===== src/rtl/sat_narrow.sv =====
// Narrows signed IN_W-bit words to signed OUT_W-bit words (saturate or wrap) behind a
// valid/ready interface with a 2-entry skid buffer and range-violation statistics.
module sat_narrow #(
  parameter int unsigned IN_W  = 8,
  parameter int unsigned OUT_W = 2,
  parameter int unsigned CNT_W = 8
) (
  input  logic             clk,
  input  logic             rst,
  input  logic             in_valid,
  output logic             in_ready,
  input  logic [IN_W-1:0]  in_data,
  input  logic             sat_en,
  output logic             out_valid,
  input  logic             out_ready,
  output logic [OUT_W-1:0] out_data,
  output logic             out_sat,
  output logic [CNT_W-1:0] sat_cnt,
  output logic             sat_sticky,
  input  logic             clr_stat
);

  localparam logic [OUT_W-1:0] MaxPos = {1'b0, {(OUT_W-1){1'b1}}};
  localparam logic [OUT_W-1:0] MaxNeg = {1'b1, {(OUT_W-1){1'b0}}};
  localparam logic [CNT_W-1:0] CntMax = {CNT_W{1'b1}};

  logic             out_valid_q, out_valid_d;
  logic [OUT_W-1:0] out_data_q, out_data_d;
  logic             out_sat_q, out_sat_d;
  logic             skid_valid_q, skid_valid_d;
  logic [OUT_W-1:0] skid_data_q, skid_data_d;
  logic             skid_sat_q, skid_sat_d;
  logic             in_ready_q, in_ready_d;
  logic [CNT_W-1:0] sat_cnt_q, sat_cnt_d;
  logic             sat_sticky_q, sat_sticky_d;

  logic              accept, emit, in_range;
  logic [IN_W-OUT_W:0] upper;
  logic [OUT_W-1:0]  new_data;

  assign accept = in_valid && in_ready_q;
  assign emit   = out_valid_q && out_ready;

  // In range when every bit from the sign down to the new sign position agrees.
  always_comb begin
    upper    = in_data[IN_W-1:OUT_W-1];
    in_range = (&upper) || !(|upper);
    new_data = in_data[OUT_W-1:0];
    if (!in_range && sat_en) begin
      new_data = in_data[IN_W-1] ? MaxNeg : MaxPos;
    end
  end

  always_comb begin
    out_valid_d  = out_valid_q;
    out_data_d   = out_data_q;
    out_sat_d    = out_sat_q;
    skid_valid_d = skid_valid_q;
    skid_data_d  = skid_data_q;
    skid_sat_d   = skid_sat_q;
    if (skid_valid_q) begin
      // in_ready is low while skid is full, so only a drain can happen here.
      if (emit) begin
        out_data_d   = skid_data_q;
        out_sat_d    = skid_sat_q;
        skid_valid_d = 1'b0;
      end
    end else if (accept) begin
      if (!out_valid_q || emit) begin
        out_valid_d = 1'b1;
        out_data_d  = new_data;
        out_sat_d   = !in_range;
      end else begin
        skid_valid_d = 1'b1;
        skid_data_d  = new_data;
        skid_sat_d   = !in_range;
      end
    end else if (emit) begin
      out_valid_d = 1'b0;
    end
    in_ready_d = !skid_valid_d;
  end

  always_comb begin
    sat_cnt_d    = sat_cnt_q;
    sat_sticky_d = sat_sticky_q;
    if (clr_stat) begin
      sat_cnt_d    = (accept && !in_range) ? CNT_W'(1) : '0;
      sat_sticky_d = accept && !in_range;
    end else if (accept && !in_range) begin
      sat_sticky_d = 1'b1;
      if (sat_cnt_q != CntMax) begin
        sat_cnt_d = sat_cnt_q + CNT_W'(1);
      end
    end
  end

  always_ff @(posedge clk) begin
    if (rst) begin
      out_valid_q  <= 1'b0;
      out_data_q   <= '0;
      out_sat_q    <= 1'b0;
      skid_valid_q <= 1'b0;
      skid_data_q  <= '0;
      skid_sat_q   <= 1'b0;
      in_ready_q   <= 1'b1;
      sat_cnt_q    <= '0;
      sat_sticky_q <= 1'b0;
    end else begin
      out_valid_q  <= out_valid_d;
      out_data_q   <= out_data_d;
      out_sat_q    <= out_sat_d;
      skid_valid_q <= skid_valid_d;
      skid_data_q  <= skid_data_d;
      skid_sat_q   <= skid_sat_d;
      in_ready_q   <= in_ready_d;
      sat_cnt_q    <= sat_cnt_d;
      sat_sticky_q <= sat_sticky_d;
    end
  end

  assign in_ready   = in_ready_q;
  assign out_valid  = out_valid_q;
  assign out_data   = out_data_q;
  assign out_sat    = out_sat_q;
  assign sat_cnt    = sat_cnt_q;
  assign sat_sticky = sat_sticky_q;

endmodule


===== config.mk =====
export PLATFORM = sky130hd
export DESIGN_NAME = sat_narrow
export DESIGN_NICKNAME = d
export VERILOG_FILES = /design/src/rtl/sat_narrow.sv
export SDC_FILE = /design/constraint.sdc
export NUM_CORES = 1
export LEC_CHECK = 0
export BUFFER_PORTS_ARGS = -buffer_cell sky130_fd_sc_hd__clkbuf_2
export CAP_MARGIN = 20
export CORE_MARGIN = 8
export CORE_UTILIZATION = 43
export DETAILED_ROUTE_END_ITERATION = 12
export PLACE_DENSITY = 0.69
export SYNTH_ARGS = -nofsm -noshare
export SYNTH_HDL_FRONTEND = slang
export SYNTH_SLANG_ARGS = --single-unit

===== constraint.sdc =====
create_clock -name clk -period 3 [get_ports clk]
set_clock_uncertainty 0.15 [all_clocks]
set_input_delay 0.3 -clock clk [delete_from_list [all_inputs] [get_ports clk]]
set_output_delay 0.3 -clock clk [all_outputs]
set_load 0.005 [all_outputs]

==> run_results.csv <==
group,metric,value,unit
outcome,outcome,"completed",
floorplan,die_y,62.34,um
layout,fillers,199,
sta,fmax,521.2,MHz
place,place_congestion,0.7898,
routing,vias,912,
yosys,synth_area,923.4,um2
critical_path,required,3.04,ns
global_route,grt_usage,11.34,%
routing,route.met3.wl,140,um
cts,clkSinkCount,18,
yosys,synthFlopType,"dfxtp_1",
global_route,grt_pass1_wl,3850,um
cts,hold_buffers,0,
routing,routed-wl-met2,902,um
sta,worst_pin_slew,0.4734,ns
sta,fin_crit_sh,63.95,%
power,power_frac_comb,14.8,%
global_route,grt-ovfl-total,0,
global_route,antenna_found_initial,0,
critical_path,critPathArrivalTime,1.96,ns
cts,root_buffer,"clkbuf_4",
cts,cts.clk_slew.worst_paths,0.11,ns
power,p_sw_share,25.89,%
power,power.switching,124.8,uW
yosys,synth_nets,127,
critical_path,criticalPathCategory,"reg -> reg",
routing,firstDrtPassIters,4,
sta,finalHoldViolCount,0,
layout,stdcell_area,1117,um2
cts,clock_path_buffers,2,
yosys,synth_edf_count,0,
sta,fin_ws,1.081,ns
yosys,synth_seq_cells,18,
cts,clock_latency,0.29,ns
layout,area_delta_synth_final,21.00,%
layout,drive_gt1_share,27.86,%
cts,cts_setup_buffers,0,
sta,fin_setup_tns,0,ns
yosys,ys.warnings.count,0,
critical_path,worst-path-max-fanout,6,
global_route,grt_max_degree,13,
min_path,holdCritPathClass,"in -> reg",
flow_run,cap_violations,0,
yosys,synthTopCellsByCount,"18 x dfxtp_1, 18 x nor2_1, 11 x nand2_1",
sta,holdWs,0.1453,ns
sta,rsz0062_at_grt,"no",
place,dp_hpwl,1664,um
cts,htreeDepth,1,
layout,antenna_cells,0,
critical_path,critPathLaunchType,"flop",
sta,setup_viol,0,
yosys,synth.top_cell.area_share,39.02,%
floorplan,core-area,2002,um2
floorplan,start_util,46.13,%
routing,ant_nets,0,
floorplan,fp.dieW,62.34,um
floorplan,core.rowCount,16,
routing,avgViaCountPerCell,5.461,
cts,cts_resized,0,
yosys,synth_top_cell_by_area,"dfxtp_1",
power,p_seq_share,54.1,%
yosys,yosysSeqAreaShare,39.02,%
sta,fin_crit,1.919,ns
layout,fin_util,55.81,%
yosys,async_flop_share,0,%
sta,slew_violations,0,
power,total_power,482.1,uW
yosys,synth_cells,112,
place,dp.cells,163,
critical_path,end_kind,"flop",
cts,cts_buffers,3,
floorplan,die-area,3886,um2
place,placed_cell_area,1081,um2
power,p_leak,0.4673,nW
power,p_int,357.3,uW
routing,maxUsedRoutingLayer,"met4",
floorplan,num_io_pins,28,
yosys,ys_types,37,
layout,nNetsFinal,156,
power,vdd_drop_max,324.0,uV
routing,met1_length,1027,um
sta,slew_headroom,68.19,%
global_route,grt_pass1_vias,917,
cts,cts_tree,"built",
yosys,ys_top_cells_by_area,"dfxtp_1 39%, nor2_1 7.3%, a21oi_1 5.4%, nand2_1 4.5%, xnor2_1 2.8%",
routing,drtIter0Drc,26,
routing,routed_wl,2085,um
place,pre_cts_slack,1.051,ns
place,port_buffers,27,
power,power.density,431.5,nW/um2
routing,post-route-drc-count,0,
power,p_clk_share,31.2,%
routing,avgRoutedWirePerCell,12.49,um
yosys,syn_avg_cell_area,8.245,um2
layout,fin_cells,167,
==> power groups by stage <==
stage	clock network [mW]	registers, mW	logic, mW
5_1_grt	0.163	0.263	0.0815
4_1_cts	0.155	0.261	0.0721
2_1_floorplan	0	0.264	0.0429
3_5_place_dp	0	0.266	0.0715
3_3_place_gp	0	0.266	0.0706
6_report	0.150	0.261	0.0712
==> registers in the layout, summed over array words and instances (netlist names) <==
register and flops:
sat_cnt 8, out_data 2, skid_data_q 2, in_ready 1, out_sat 1, out_valid 1, sat_sticky 1, skid_sat_q 1
skid_valid_q 1
==> cell families after synthesis <==
logic type,share of synthesized area [%]
AO/OA/AOI/OAI,20.33
XOR/XNOR,2.846
adder cells (fa/ha/maj),1.355
buffers and inverters,2.439
flip-flops,39.02
multiplexers,2.168
AND/OR/NAND/NOR,31.84
==> path summary, 6_finish.rpt <==
path,start,end,slack [ns],depth (start not counted)
worst max register to register,sat_cnt[0],sat_cnt[7],1.08,6
worst min-delay path,out_ready,in_ready,0.15,2
worst max-delay path,sat_cnt[0],sat_cnt[7],1.08,6
worst min register to register,sat_sticky,sat_sticky,0.33,2
==> cells in the final DEF, fill, tap and decap left out, types with 2 or more instances in the layout <==
cell / Yosys / final
a311oi_1: 2 / 2
nand2_1: 11 / 11
nor2b_1: 2 / 2
nand4_1: 2 / 2
nand3_1: 3 / 3
nor3_1: 4 / 4
xnor2_1: 3 / 3
clkbuf_4: 0 / 3
a31oi_1: 2 / 2
o21ai_0: 4 / 4
nor2_1: 18 / 18
clkbuf_2: 0 / 27
nor3_2: 2 / 2
inv_1: 3 / 3
mux2i_1: 2 / 2
nand2b_1: 2 / 2
nor4_1: 2 / 2
dfxtp_1: 18 / 18
a21oi_1: 10 / 10
==> layer usage <==
layer,GRT usage [%],up-vias
met5,0,-
met4,3.989,0
met3,4.301,2
met2,17.85,27
met1,13.71,416
li1,-,467
==> cell type report <==
type                       instances  area (um2)  area share (%)
multi-input combinational         88       540.5           48.38
sequential                        18       360.3           32.25
timing repair buffer              27       135.1           12.09
clock buffer                       4       36.28           3.247
tap                               27       33.78           3.024
inverter                           3       11.26           1.008
==> worst max-delay path: stages (launching register included) <==
cell	delay, ns
dfxtp_1	0.42
ha_1	0.22
nand3_1	0.20
o311ai_1	0.48
nor4_1	0.14
xnor2_1	0.17
nor2_1	0.05
Note: power is estimated with default switching activity, not from simulation.
